[src/rtl/acc_seq_pkg.sv]
// Shared constants for the ACC/temp phase sequencer and related bus timing.
package acc_seq_pkg;

    // Machine-cycle phases, A1 first.
    typedef enum logic [2:0] {
        PH_A1 = 3'd0,
        PH_A2 = 3'd1,
        PH_A3 = 3'd2,
        PH_M1 = 3'd3,
        PH_M2 = 3'd4,
        PH_X1 = 3'd5,
        PH_X2 = 3'd6,
        PH_X3 = 3'd7
    } phase_e;

    // Accumulator-class operation codes from the decoder.
    typedef enum logic [2:0] {
        OP_NOP   = 3'd0,
        OP_LDA   = 3'd1,
        OP_XCH   = 3'd2,
        OP_ALU   = 3'd3,
        OP_ALUNC = 3'd4
    } op_class_e;

    // ALU B-operand source select.
    typedef enum logic [1:0] {
        SRC_NONE = 2'd0,
        SRC_REG  = 2'd1,
        SRC_TEMP = 2'd2
    } src_e;

    // Sequencer states.
    typedef enum logic [1:0] {
        ST_IDLE  = 2'd0,
        ST_WAIT2 = 2'd1,
        ST_EXEC  = 2'd2
    } state_e;

    // ALU function that forwards operand B unchanged.
    localparam logic [3:0] FN_PASSB = 4'hB;

endpackage

[src/rtl/acc_temp_sequencer_phase_counter.sv]
// Free-running 3-bit machine-phase counter with A1 sync marker.
module phase_counter
    import acc_seq_pkg::*;
(
    input  logic       clk,
    input  logic       rstN,
    output logic [2:0] phase,
    output logic       syncOut
);

    logic running;

    // Hold phase 0 for one clock after reset release, then count and wrap.
    always_ff @(posedge clk or negedge rstN) begin
        if (!rstN) begin
            phase   <= '0;
            running <= 1'b0;
        end else begin
            running <= 1'b1;
            if (running)
                phase <= phase + 3'd1;
        end
    end

    assign syncOut = (phase == PH_A1);

endmodule

[src/rtl/acc_temp_sequencer.sv]
// Phase sequencer driving ACC/temp register strobes and ALU controls.
module acc_temp_sequencer
    import acc_seq_pkg::*;
#(
    parameter int OPW = 3,
    parameter int FNW = 4
) (
    input  logic           clk,
    input  logic           rstN,
    input  logic           opValid,
    input  logic [OPW-1:0] opClass,
    input  logic [FNW-1:0] opFunc,
    input  logic           twoWord,
    output logic           opReady,
    output logic [2:0]     phase,
    output logic           syncOut,
    output logic           tempWe,
    output logic           accWe,
    output logic           carryWe,
    output logic           regWe,
    output logic [FNW-1:0] aluFunc,
    output logic [1:0]     aluSrcSel,
    output logic           busy,
    output logic           done
);

    state_e         state;
    op_class_e      latCls;
    logic [FNW-1:0] latFunc;
    op_class_e      decCls;
    op_class_e      execCls;
    logic           accept;
    logic           enterExec;
    logic [2:0]     phaseNext;

    phase_counter u_phase (
        .clk     (clk),
        .rstN    (rstN),
        .phase   (phase),
        .syncOut (syncOut)
    );

    assign opReady   = (state == ST_IDLE) && (phase == PH_M2);
    assign busy      = (state != ST_IDLE);
    assign phaseNext = phase + 3'd1;
    assign accept    = opValid && opReady && (decCls != OP_NOP);

    // Decode the incoming class; unknown codes collapse to NOP.
    always_comb begin
        decCls = OP_NOP;
        case (opClass)
            OPW'(OP_LDA):   decCls = OP_LDA;
            OPW'(OP_XCH):   decCls = OP_XCH;
            OPW'(OP_ALU):   decCls = OP_ALU;
            OPW'(OP_ALUNC): decCls = OP_ALUNC;
            default:        decCls = OP_NOP;
        endcase
    end

    // X1 begins on the same edge that enters EXEC, so the X1 strobe is
    // produced from the entering transition rather than from the EXEC state.
    always_comb begin
        enterExec = 1'b0;
        execCls   = latCls;
        if (state == ST_IDLE && accept && !twoWord) begin
            enterExec = 1'b1;
            execCls   = decCls;
        end else if (state == ST_WAIT2 && phase == PH_M2) begin
            enterExec = 1'b1;
        end
    end

    // Operation FSM with registered single-cycle strobes and held ALU controls.
    always_ff @(posedge clk or negedge rstN) begin
        if (!rstN) begin
            state     <= ST_IDLE;
            latCls    <= OP_NOP;
            latFunc   <= '0;
            tempWe    <= 1'b0;
            accWe     <= 1'b0;
            carryWe   <= 1'b0;
            regWe     <= 1'b0;
            done      <= 1'b0;
            aluFunc   <= '0;
            aluSrcSel <= SRC_NONE;
        end else begin
            tempWe  <= 1'b0;
            accWe   <= 1'b0;
            carryWe <= 1'b0;
            regWe   <= 1'b0;
            done    <= 1'b0;

            if (enterExec)
                tempWe <= (execCls == OP_XCH);

            case (state)
                ST_IDLE: begin
                    if (accept) begin
                        latCls  <= decCls;
                        latFunc <= opFunc;
                        state   <= twoWord ? ST_WAIT2 : ST_EXEC;
                    end
                end
                ST_WAIT2: begin
                    if (phase == PH_M2)
                        state <= ST_EXEC;
                end
                ST_EXEC: begin
                    case (phaseNext)
                        PH_X2: begin
                            aluSrcSel <= SRC_REG;
                            if (latCls == OP_ALU || latCls == OP_ALUNC)
                                aluFunc <= latFunc;
                            else
                                aluFunc <= FNW'(FN_PASSB);
                        end
                        PH_X3: begin
                            accWe   <= 1'b1;
                            regWe   <= (latCls == OP_XCH);
                            carryWe <= (latCls == OP_ALU);
                            done    <= 1'b1;
                        end
                        PH_A1: begin
                            aluSrcSel <= SRC_NONE;
                            aluFunc   <= '0;
                            latCls    <= OP_NOP;
                            state     <= ST_IDLE;
                        end
                        default: ;
                    endcase
                end
                default: state <= ST_IDLE;
            endcase
        end
    end

endmodule

[config.mk]
export PLATFORM = sky130hd
export DESIGN_NAME = acc_temp_sequencer
export DESIGN_NICKNAME = d
export VERILOG_FILES = /design/src/rtl/acc_seq_pkg.sv /design/src/rtl/acc_temp_sequencer_phase_counter.sv /design/src/rtl/acc_temp_sequencer.sv
export SDC_FILE = /design/constraint.sdc
export NUM_CORES = 1
export LEC_CHECK = 0
export ABC_AREA = 1
export ABC_CLOCK_PERIOD_IN_PS = 2000
export CAP_MARGIN = 0
export CORE_MARGIN = 2
export CORE_UTILIZATION = 48
export DETAILED_ROUTE_END_ITERATION = 12
export PLACE_DENSITY = 0.86
export SLEW_MARGIN = 20
export SYNTH_ARGS = -nofsm -noshare
export SYNTH_HDL_FRONTEND = slang
export SYNTH_SLANG_ARGS = --single-unit
[constraint.sdc]
create_clock -name clk -period 2 [get_ports clk]
set_clock_uncertainty 0.15 [all_clocks]
set_input_delay 0.5 -clock clk [delete_from_list [all_inputs] [get_ports clk]]
set_output_delay 0.5 -clock clk [all_outputs]
set_load 0.05 [all_outputs]
# [After elaboration in Yosys (flattened, before gate mapping)]
# Index checks and enable logic that the tools add are counted.
[op_classes] n_addsub=1 multipliers=0 div_mod_pow=0 order_cmp=0 eq_ne=16 shifts=0 mux=22 bitwise=0 reduce_logical=19
[ops] op="== test 3 x 2 -> 1 bit (second input constant)" count=5
[ops] op="== test 3 bit (second input constant)" count=5
[ops] op="one-hot mux 3 bit (4 select lines)" count=1
[ops] op="two-way mux 1 bit" count=9
[ops] op="two-way mux 3 bit" count=3
[ops] op="two-way mux 2 bit" count=4
[ops] op="one-hot mux 4 bit (2 select lines)" count=1
[ops] op="logical AND 1 bit" count=6
[ops] op="zero test 3 bit" count=2
[ops] op="one-hot mux 2 bit (3 select lines)" count=1
[ops] op="one-hot mux 3 bit (2 select lines)" count=1
[ops] op="AND reduction 3 bit" count=2
[ops] op="nonzero test 2 bit" count=3
[ops] op="two-way mux 4 bit" count=1
[ops] op="!= test 2 x 1 -> 1 bit (second input constant)" count=2
[ops] op="one-hot mux 2 bit (2 select lines)" count=1
[ops] op="AND reduction 2 bit" count=2
[ops] op="adder 3 x 1 -> 3 bit (second input constant)" count=1
[ops] op="== test 3 x 1 -> 1 bit (second input constant)" count=1
[ops] op="nonzero test 3 bit" count=1
[ops] op="== test 2 x 1 -> 1 bit (second input constant)" count=1
[ops] op="== test 2 bit (second input constant)" count=1
[ops] op="zero test 2 bit" count=1
[ops] op="!= test 2 bit (second input constant)" count=1
[ops] op="2 further kinds" count=2
[word_totals] reg_bits=23 latchBits=0 ramBits=0 mem_bits_ro=0 inputBits=11 out_inout_bits=17 word_cells=69 n_memories=0

# [Longest topological paths before layout]
[depth] ltp_word=9 mapped_depth=8 ltp_nobuf=8

# [Modules after synthesis]
# Synthesis repeated with hierarchy kept, for this count alone.
[unflattened] hier_cells=133 area_unflattened_um2=1113.6
[modules_own_cells] mod="acc_temp_sequencer" instances=1 cells_per_inst=113 area_each_um2=928.4 seq_area_each_um2=450.4
[modules_own_cells] mod="phase_counter" instances=1 cells_per_inst=20 area_each_um2=185.2 seq_area_each_um2=100.1

# [Least setup slack after synthesis]
# No wires, ideal clock.
[synth_timing] kind="register to output" start="reg u_phase.phase[0]" end="out opReady" arrival_time_ns=1.726 required_ns=1.350 path_slack_ns=-0.376 stages_incl_launch_ff=5 path_buffers=0 path_cell_list="dfrtp_1 inv_1 ha_1 nand2_2 nor2_1"
[synth_via] elab_chain_cells=2
[synth_rtl] element="from (decl)" line_no="acc_temp_sequencer_phase_counter.sv:7" text="output logic [2:0] phase,"
[synth_rtl] element="from (signal assigned)" line_no="acc_temp_sequencer_phase_counter.sv:21" text="phase <= phase + 3'd1;"
[synth_rtl] element="== test 3 bit" line_no="acc_temp_sequencer.sv:43" text="assign opReady = (state == ST_IDLE) && (phase == PH_M2);"
[synth_rtl] element="logical AND 1 bit" line_no="acc_temp_sequencer.sv:43"
[synth_rtl] element="to (decl)" line_no="acc_temp_sequencer.sv:14" text="output logic opReady,"
# Every way passes these cells.

# [Final worst setup path]
[layout_timing] start="reg u_phase.phase[1]" end="out opReady"
# Same word-level chain as after synthesis.

==> impl_metrics.prom <==
# TYPE chip_impl_metric gauge
chip_impl_metric{name="syn-instance-count",unit=""} 129
chip_impl_metric{name="grt_overflow",unit=""} 0
chip_impl_metric{name="finish.net_count",unit=""} 178
chip_impl_metric{name="max_cap_viol_count",unit=""} 0
chip_impl_metric{name="worst_skew_pair.late_latency",unit="ns"} 0.30
chip_impl_metric{name="cts.sinks",unit=""} 22
chip_impl_metric{name="worst-path-buf-inv",unit=""} 2
chip_impl_metric{name="dr_iter_0_viols",unit=""} 11
chip_impl_metric{name="vias",unit=""} 928
chip_impl_metric{name="die_w",unit="um"} 52.6
chip_impl_info{name="cts_tree",value="built"} 1
chip_impl_metric{name="netlist_cell_types",unit=""} 21
chip_impl_metric{name="synth.top_cell.area_share",unit=""} 0.486
chip_impl_info{name="hp-class",value="register to register"} 1
chip_impl_metric{name="routabilityCongestion",unit=""} 0.820
chip_impl_info{name="most-common-layout-cells",value="nand2_1, dfrtp_1, inv_1, buf_4, nand3_1"} 1
chip_impl_metric{name="share_seq_of_total_power",unit=""} 0.307
chip_impl_info{name="delay_heaviest_family_cp",value="flip-flops"} 1
chip_impl_metric{name="first_global_vias",unit=""} 907
chip_impl_metric{name="p_int",unit="W"} 0.00122
chip_impl_metric{name="critPathRequiredTime",unit="ns"} 1.35
chip_impl_metric{name="htreeDepth",unit=""} 1
chip_impl_metric{name="highest_attainable_clock_frequency",unit="MHz"} 514
chip_impl_info{name="hold_path_startpoint",value="latFunc[2]"} 1
chip_impl_info{name="cell_type_with_the_highest_aggregate_area_in_the_netlist",value="dfrtp_1"} 1
chip_impl_info{name="synth.top_cells.by_area",value="dfrtp_1, nand2_1, nand3_1, inv_1, ha_1"} 1
chip_impl_metric{name="hpwl",unit="um"} 1730
chip_impl_info{name="path_class",value="register to output pin"} 1
chip_impl_metric{name="die_h",unit="um"} 52.6
chip_impl_metric{name="critPathMaxStageDelay",unit="ns"} 0.41
chip_impl_metric{name="synthesis.nets",unit=""} 145
chip_impl_metric{name="core-area",unit="mm2"} 0.00221
chip_impl_info{name="start_kind",value="register"} 1
chip_impl_metric{name="total_inserted_antenna_cells",unit=""} 0
chip_impl_metric{name="detail_route.drc_violations",unit=""} 0
chip_impl_metric{name="fin_ws",unit="ns"} 0.0532
chip_impl_metric{name="cellLeakagePower",unit="nW"} 0.805
chip_impl_metric{name="initial_utilization",unit=""} 0.512
chip_impl_metric{name="synth_enable_flop_cells",unit=""} 0
chip_impl_info{name="critical_path.reg2reg.startpoint",value="u_phase.phase[1]"} 1
chip_impl_metric{name="postSynthAreaPerCell",unit="um2"} 8.79
chip_impl_info{name="dominantRegCellSynth",value="dfrtp_1"} 1
chip_impl_metric{name="cts_made_buffers",unit=""} 3
chip_impl_metric{name="min_period",unit="ns"} 1.95
chip_impl_info{name="timing.critical_path.slowest_stage_cell",value="dfrtp_1"} 1
chip_impl_metric{name="finalHoldViolCount",unit=""} 0
chip_impl_info{name="path_cells",value="inv_2 -> ha_4 -> nand2_4 -> nor2_4 -> buf_12"} 1
chip_impl_metric{name="cts.path.max_buffers",unit=""} 2
chip_impl_info{name="grt_setup_unrepaired",value="yes"} 1
chip_impl_metric{name="drt-vias-per-instance",unit=""} 4.91
chip_impl_metric{name="drive_above_1_share",unit=""} 0.242
chip_impl_info{name="setup.worst_path.end_class",value="output pin"} 1
chip_impl_metric{name="power.clock.fraction",unit=""} 0.104
chip_impl_metric{name="timing.final.max_slew_violations",unit=""} 0
chip_impl_metric{name="first_pass_grt_wire_length",unit="um"} 3930
chip_impl_metric{name="synth_seq_cells",unit=""} 22
chip_impl_metric{name="fin_tns_setup",unit="ns"} 0
chip_impl_metric{name="finalSetupViolations",unit=""} 0
chip_impl_metric{name="wl",unit="um"} 2210
chip_impl_metric{name="die_area",unit="mm2"} 0.00277
chip_impl_metric{name="clock_pin_transition_on_the_worst_setup_and_hold_timing_paths",unit="ns"} 0.12
chip_impl_metric{name="p_per_area",unit="mW/mm2"} 1510
chip_impl_metric{name="syn-cell-area",unit="mm2"} 0.00113
chip_impl_metric{name="yosysSeqAreaShare",unit=""} 0.486
chip_impl_metric{name="fin_area",unit="mm2"} 0.00154
chip_impl_info{name="critical_path_source",value="u_phase.phase[1]"} 1
chip_impl_metric{name="numPortBuffers",unit=""} 26
chip_impl_info{name="status",value="complete, no violations"} 1
chip_impl_metric{name="dp_slack",unit="ns"} 0.0296
chip_impl_metric{name="power.switching_fraction",unit=""} 0.474
chip_impl_info{name="cts-root-buf",value="clkbuf_4"} 1
chip_impl_metric{name="num-fill-cells",unit=""} 185
chip_impl_metric{name="crit_arrival",unit="ns"} 1.30
chip_impl_metric{name="share_of_flip_flops_with_an_asynchronous_set_or_reset",unit=""} 1.00
chip_impl_metric{name="synth_warnings",unit=""} 0
chip_impl_metric{name="area_delta_synth_final",unit="%"} 35.4
chip_impl_info{name="mostFrequentLayoutCell",value="nand2_1"} 1
chip_impl_metric{name="io-pin-count",unit=""} 28
chip_impl_metric{name="worstPathMaxFanout",unit=""} 3
chip_impl_metric{name="gr-usage-all-layers",unit=""} 0.197
chip_impl_metric{name="first_pass_iters",unit=""} 4
chip_impl_metric{name="antenna_found_initial",unit=""} 0
chip_impl_metric{name="netSwitchingPower",unit="W"} 0.00110
chip_impl_metric{name="irDropWorstVdd",unit="mV"} 1.05
chip_impl_metric{name="post-route-period-util",unit=""} 0.973
chip_impl_metric{name="drtAntennaViolNets",unit=""} 0
chip_impl_metric{name="fp-row-count",unit=""} 17
chip_impl_metric{name="placed_instance_area",unit="mm2"} 0.00147
chip_impl_metric{name="routedWlPerCell",unit="um"} 11.7
chip_impl_metric{name="largest_net_degree_at_the_start_of_global_routing",unit=""} 23
chip_impl_metric{name="pwr-share-comb",unit=""} 0.589
## state kept, by name, summed over array words and instances (netlist names)
name,flops
tempWe,1
carryWe,1
regWe,1
aluFunc,4
done,1
u_phase.running,1
latCls,3
state,2
aluSrcSel,1
u_phase.phase,3
latFunc,4
## stage by stage
step	utilization	cells	total power, W	hold slack [ns]
final	0.694	189	0.00231	0.340
after global routing	0.694	189	0.00246	0.367
after CTS	0.688	188	0.00231	0.343
after detailed placement	0.663	183	0.00202	0.312
after global placement	0.663	183	0.00198	0.291
after floorplan	-	129	0.00155	0.0544
## synth_stat cells, types with 2 or more instances
master and n:
ha_1 5, buf_4 2, inv_1 17, o21ai_0 9, nand2_4 3, conb_1 2, inv_2 2, nand4_1 2
nand3_1 13, dfrtp_1 22, nand2_1 25, nor2_1 12, a21oi_1 7
## cell families after synthesis
| logic type | Yosys count | share of synthesized area |
|---|---|---|
| flops | 22 | 0.486 |
| other cells | 2 | 0.00662 |
| simple gates | 62 | 0.298 |
| xor+xnor | 1 | 0.00773 |
| fa+ha+maj | 5 | 0.0552 |
| compound gates | 16 | 0.0706 |
| buf+inv | 21 | 0.0762 |
## final cells by class
type,count,area (um2),share of cell area
Timing Repair Buffer,30,313,0.204
Multi-Input combinational cell,86,529,0.345
Sequential cell,22,551,0.359
Inverter,19,71.3,0.0465
Clock buffer,4,36.3,0.0236
Tap cell,28,35.0,0.0228
## layer usage
layer	global-route usage	wire (um)
met1	0.226	934
met2	0.350	1180
met3	0.0486	72
met4	0.0726	16
met5	0	0
## tightest hold or removal path, cell delays in order, from the launching register on
cell and delay, ns:
dfrtp_1 0.37, nand2_1 0.05, nand2_1 0.05
## repair_timing
action,CTS,global route
resized for setup,4,1
buffers inserted,1,1
endpoints found under the setup margin,2,1
pin swaps,1,2
hold buffers,0,0
## worst paths after layout
kind / cells past startpoint / end / slack, ns
worst max-delay path: 5 / opReady / 0.05
min in group asynchronous: 2 / state[0] / 0.38
worst min register to register: 2 / latFunc[2] / 0.34
max in group asynchronous: 2 / regWe / 1.09
worst min-delay path: 2 / latFunc[2] / 0.34
worst max register to register: 9 / latCls[0] / 0.22
## power by group through the flow
| stage | logic, W | clock network [W] | registers, W |
|---|---|---|---|
| 6_report | 0.00136 | 0.000240 | 0.000710 |
| 5_1_grt | 0.00146 | 0.000270 | 0.000730 |
| 4_1_cts | 0.00135 | 0.000254 | 0.000707 |
| 3_5_place_dp | 0.00129 | 0 | 0.000723 |
| 3_3_place_gp | 0.00127 | 0 | 0.000714 |
| 2_1_floorplan | 0.000604 | 0 | 0.000942 |
No activity file was read; power rests on OpenSTA's default activity.
==> patch, RTL diff (same settings) <==
The parameter `OPW` goes from 3 to 6.
--- a/src/rtl/acc_temp_sequencer.sv
+++ b/src/rtl/acc_temp_sequencer.sv
@@ -2,7 +2,7 @@
 module acc_temp_sequencer
     import acc_seq_pkg::*;
 #(
-    parameter int OPW = 3,
+    parameter int OPW = 6,
     parameter int FNW = 4
 ) (
     input  logic           clk,
Interface: changed (resized opClass); port bits go from 28 to 31. The function was not compared with the original's and may differ.
==> patch against the unedited design <==
- sequential cell count unchanged
- first-iteration DRC count increased by 150%
- synthesized cell count decreased by 2.3%
- non-clock buffer count increased by 6
- routed wire length increased by 9.9%
- design area increased by 3.6%
- area after synthesis decreased by 0.66%
- setup slack got worse by 33 ps
- die area decreased by 0.61%
- power increased by 3.4%
- largest cell class unchanged
==> patch: results (changes against the unedited design) <==
status: "finished, final reports clean"
cp_slowest_cell: "dfrtp_1"
firstDrtPassIters: 5  # +1
drive_gt1_share_pct: 28.7  # +4.4 points
cp.arrival_ps: 1330  # +30 ps
min_from: "aluSrcSel[0]$_DFFE_PN0P_"
dp_hpwl_um: 1840  # +6.4%
ys_top_cells_by_count: "23 x nand2_1, 22 x dfrtp_1, 19 x nand3_1"
p_total_mw: 2.39  # +3.4%
initialDrtViolationCount: 27  # +16
avgViaCountPerCell: 5.02  # +2.2%
yosys-top-cells-area: "dfrtp_1 49%, nand3_1 8.4%, nand2_1 7.7%"
synth_area_per_cell_um2: 8.94  # +1.7%
seq_area_frac_synth_pct: 48.9  # +0.32 points
grt_pass1_vias: 948  # +4.5%
leakage_nw: 0.833  # +3.4%
track_usage_pct: 20.4  # +0.75 points
gp_congestion: 0.799  # -2.5%
htreeDepth: 1  # unchanged
crit_start: "u_phase.phase[0]$_DFFE_PN0P_"
ys_types: 26  # +24%
synth_compound_area_share_pct: 5.89  # -1.2 points
syn-num-nets: 145  # unchanged
seq_cell_power_mw: 0.697  # -2%
hold_path_end: "aluSrcSel[0]$_DFFE_PN0P_"
synth_fa_ha_area_share_pct: 5.56  # +0.037 points
vdd_ir_drop_max_v: 0.00105  # +0.42%
fin_nets: 184  # +3.4%
instances_no_fill: 192  # +1.6%
postCtsSetupRepairBufs: 3  # +2
cts_resized: 6  # +2
power_frac_clock_pct: 14.3  # +3.9 points
grt_pass1_wl_um: 4040  # +2.8%
regToRegEndpoint: "aluFunc[3]$_DFFE_PN0P_"
n_fill_cell: 163  # -12%
r2r_setup_slack_ps: 210
r2r_cells: 8  # -1
p_sw_share_pct: 44.1  # -3.3 points
portBuffers: 29  # +12%
hold_depth: 2  # unchanged
synth_xor_area_share_pct: 2.22  # +1.4 points
-- patch: cell count changes in the layout (fill, tap and decap cells not counted), moves of 2 or more --
| cell | before | now |
|---|---|---|
| nand2_1 | 25 | 23 |
| o21ai_1 | 0 | 4 |
| nor2_2 | 0 | 2 |
| a21oi_1 | 7 | 5 |
| nand3_1 | 13 | 19 |
| inv_1 | 15 | 8 |
| buf_4 | 15 | 18 |
| clkdlybuf4s50_1 | 10 | 13 |
| o21ai_0 | 9 | 1 |
-- patch: cell families after synthesis --
group	count (synthesis)
compound gates	12
xor+xnor	2
fa+ha+maj	5
buf+inv	16
flops	22
other cells	2
simple gates	67
-- patch: final cells by class --
class	instances	share of cell area [%]
clock buffer	3	1.42
clock inverter	1	1.89
multi-input combinational	88	33.2
tap	28	2.20
inverter	14	3.62
timing repair buffer	36	23.0
sequential	22	34.7
-- patch: metrics by stage --
| step | worst slack (ps) | cell area, um^2 | TNS [ps] | hold WS [ps] |
|---|---|---|---|---|
| after global placement | 149 | 1490 | 0 | 307 |
| after CTS | 10.5 | 1580 | 0 | 344 |
| after global routing | -47.5 | 1590 | -47.5 | 381 |
| final | 20.7 | 1590 | 0 | 337 |
| after floorplan | 0.749 | 1130 | 0 | 54.4 |
| after detailed placement | 32.1 | 1490 | 0 | 315 |
-- patch: worst reg2reg max path: cells and delay by family, from the launching register on --
kind	cells	cell delay, ps
adders and majority gates	1	230
buffers and inverters	3	460
xor gates and xnor gates	1	250
DFF	1	420
and+or+nand+nor	2	120
AOI/OAI and AO/OA	1	100
-- patch: metal layers --
layer  track usage, %  share of wire, %  vias up  wire length, um
met5                0                 0        -                0
met4             11.5               3.5        0               85
met3            0.857               3.5        8               86
met2             36.7                53       33             1280
met1             24.2                40      443              976
li1                 -                 -      479                -
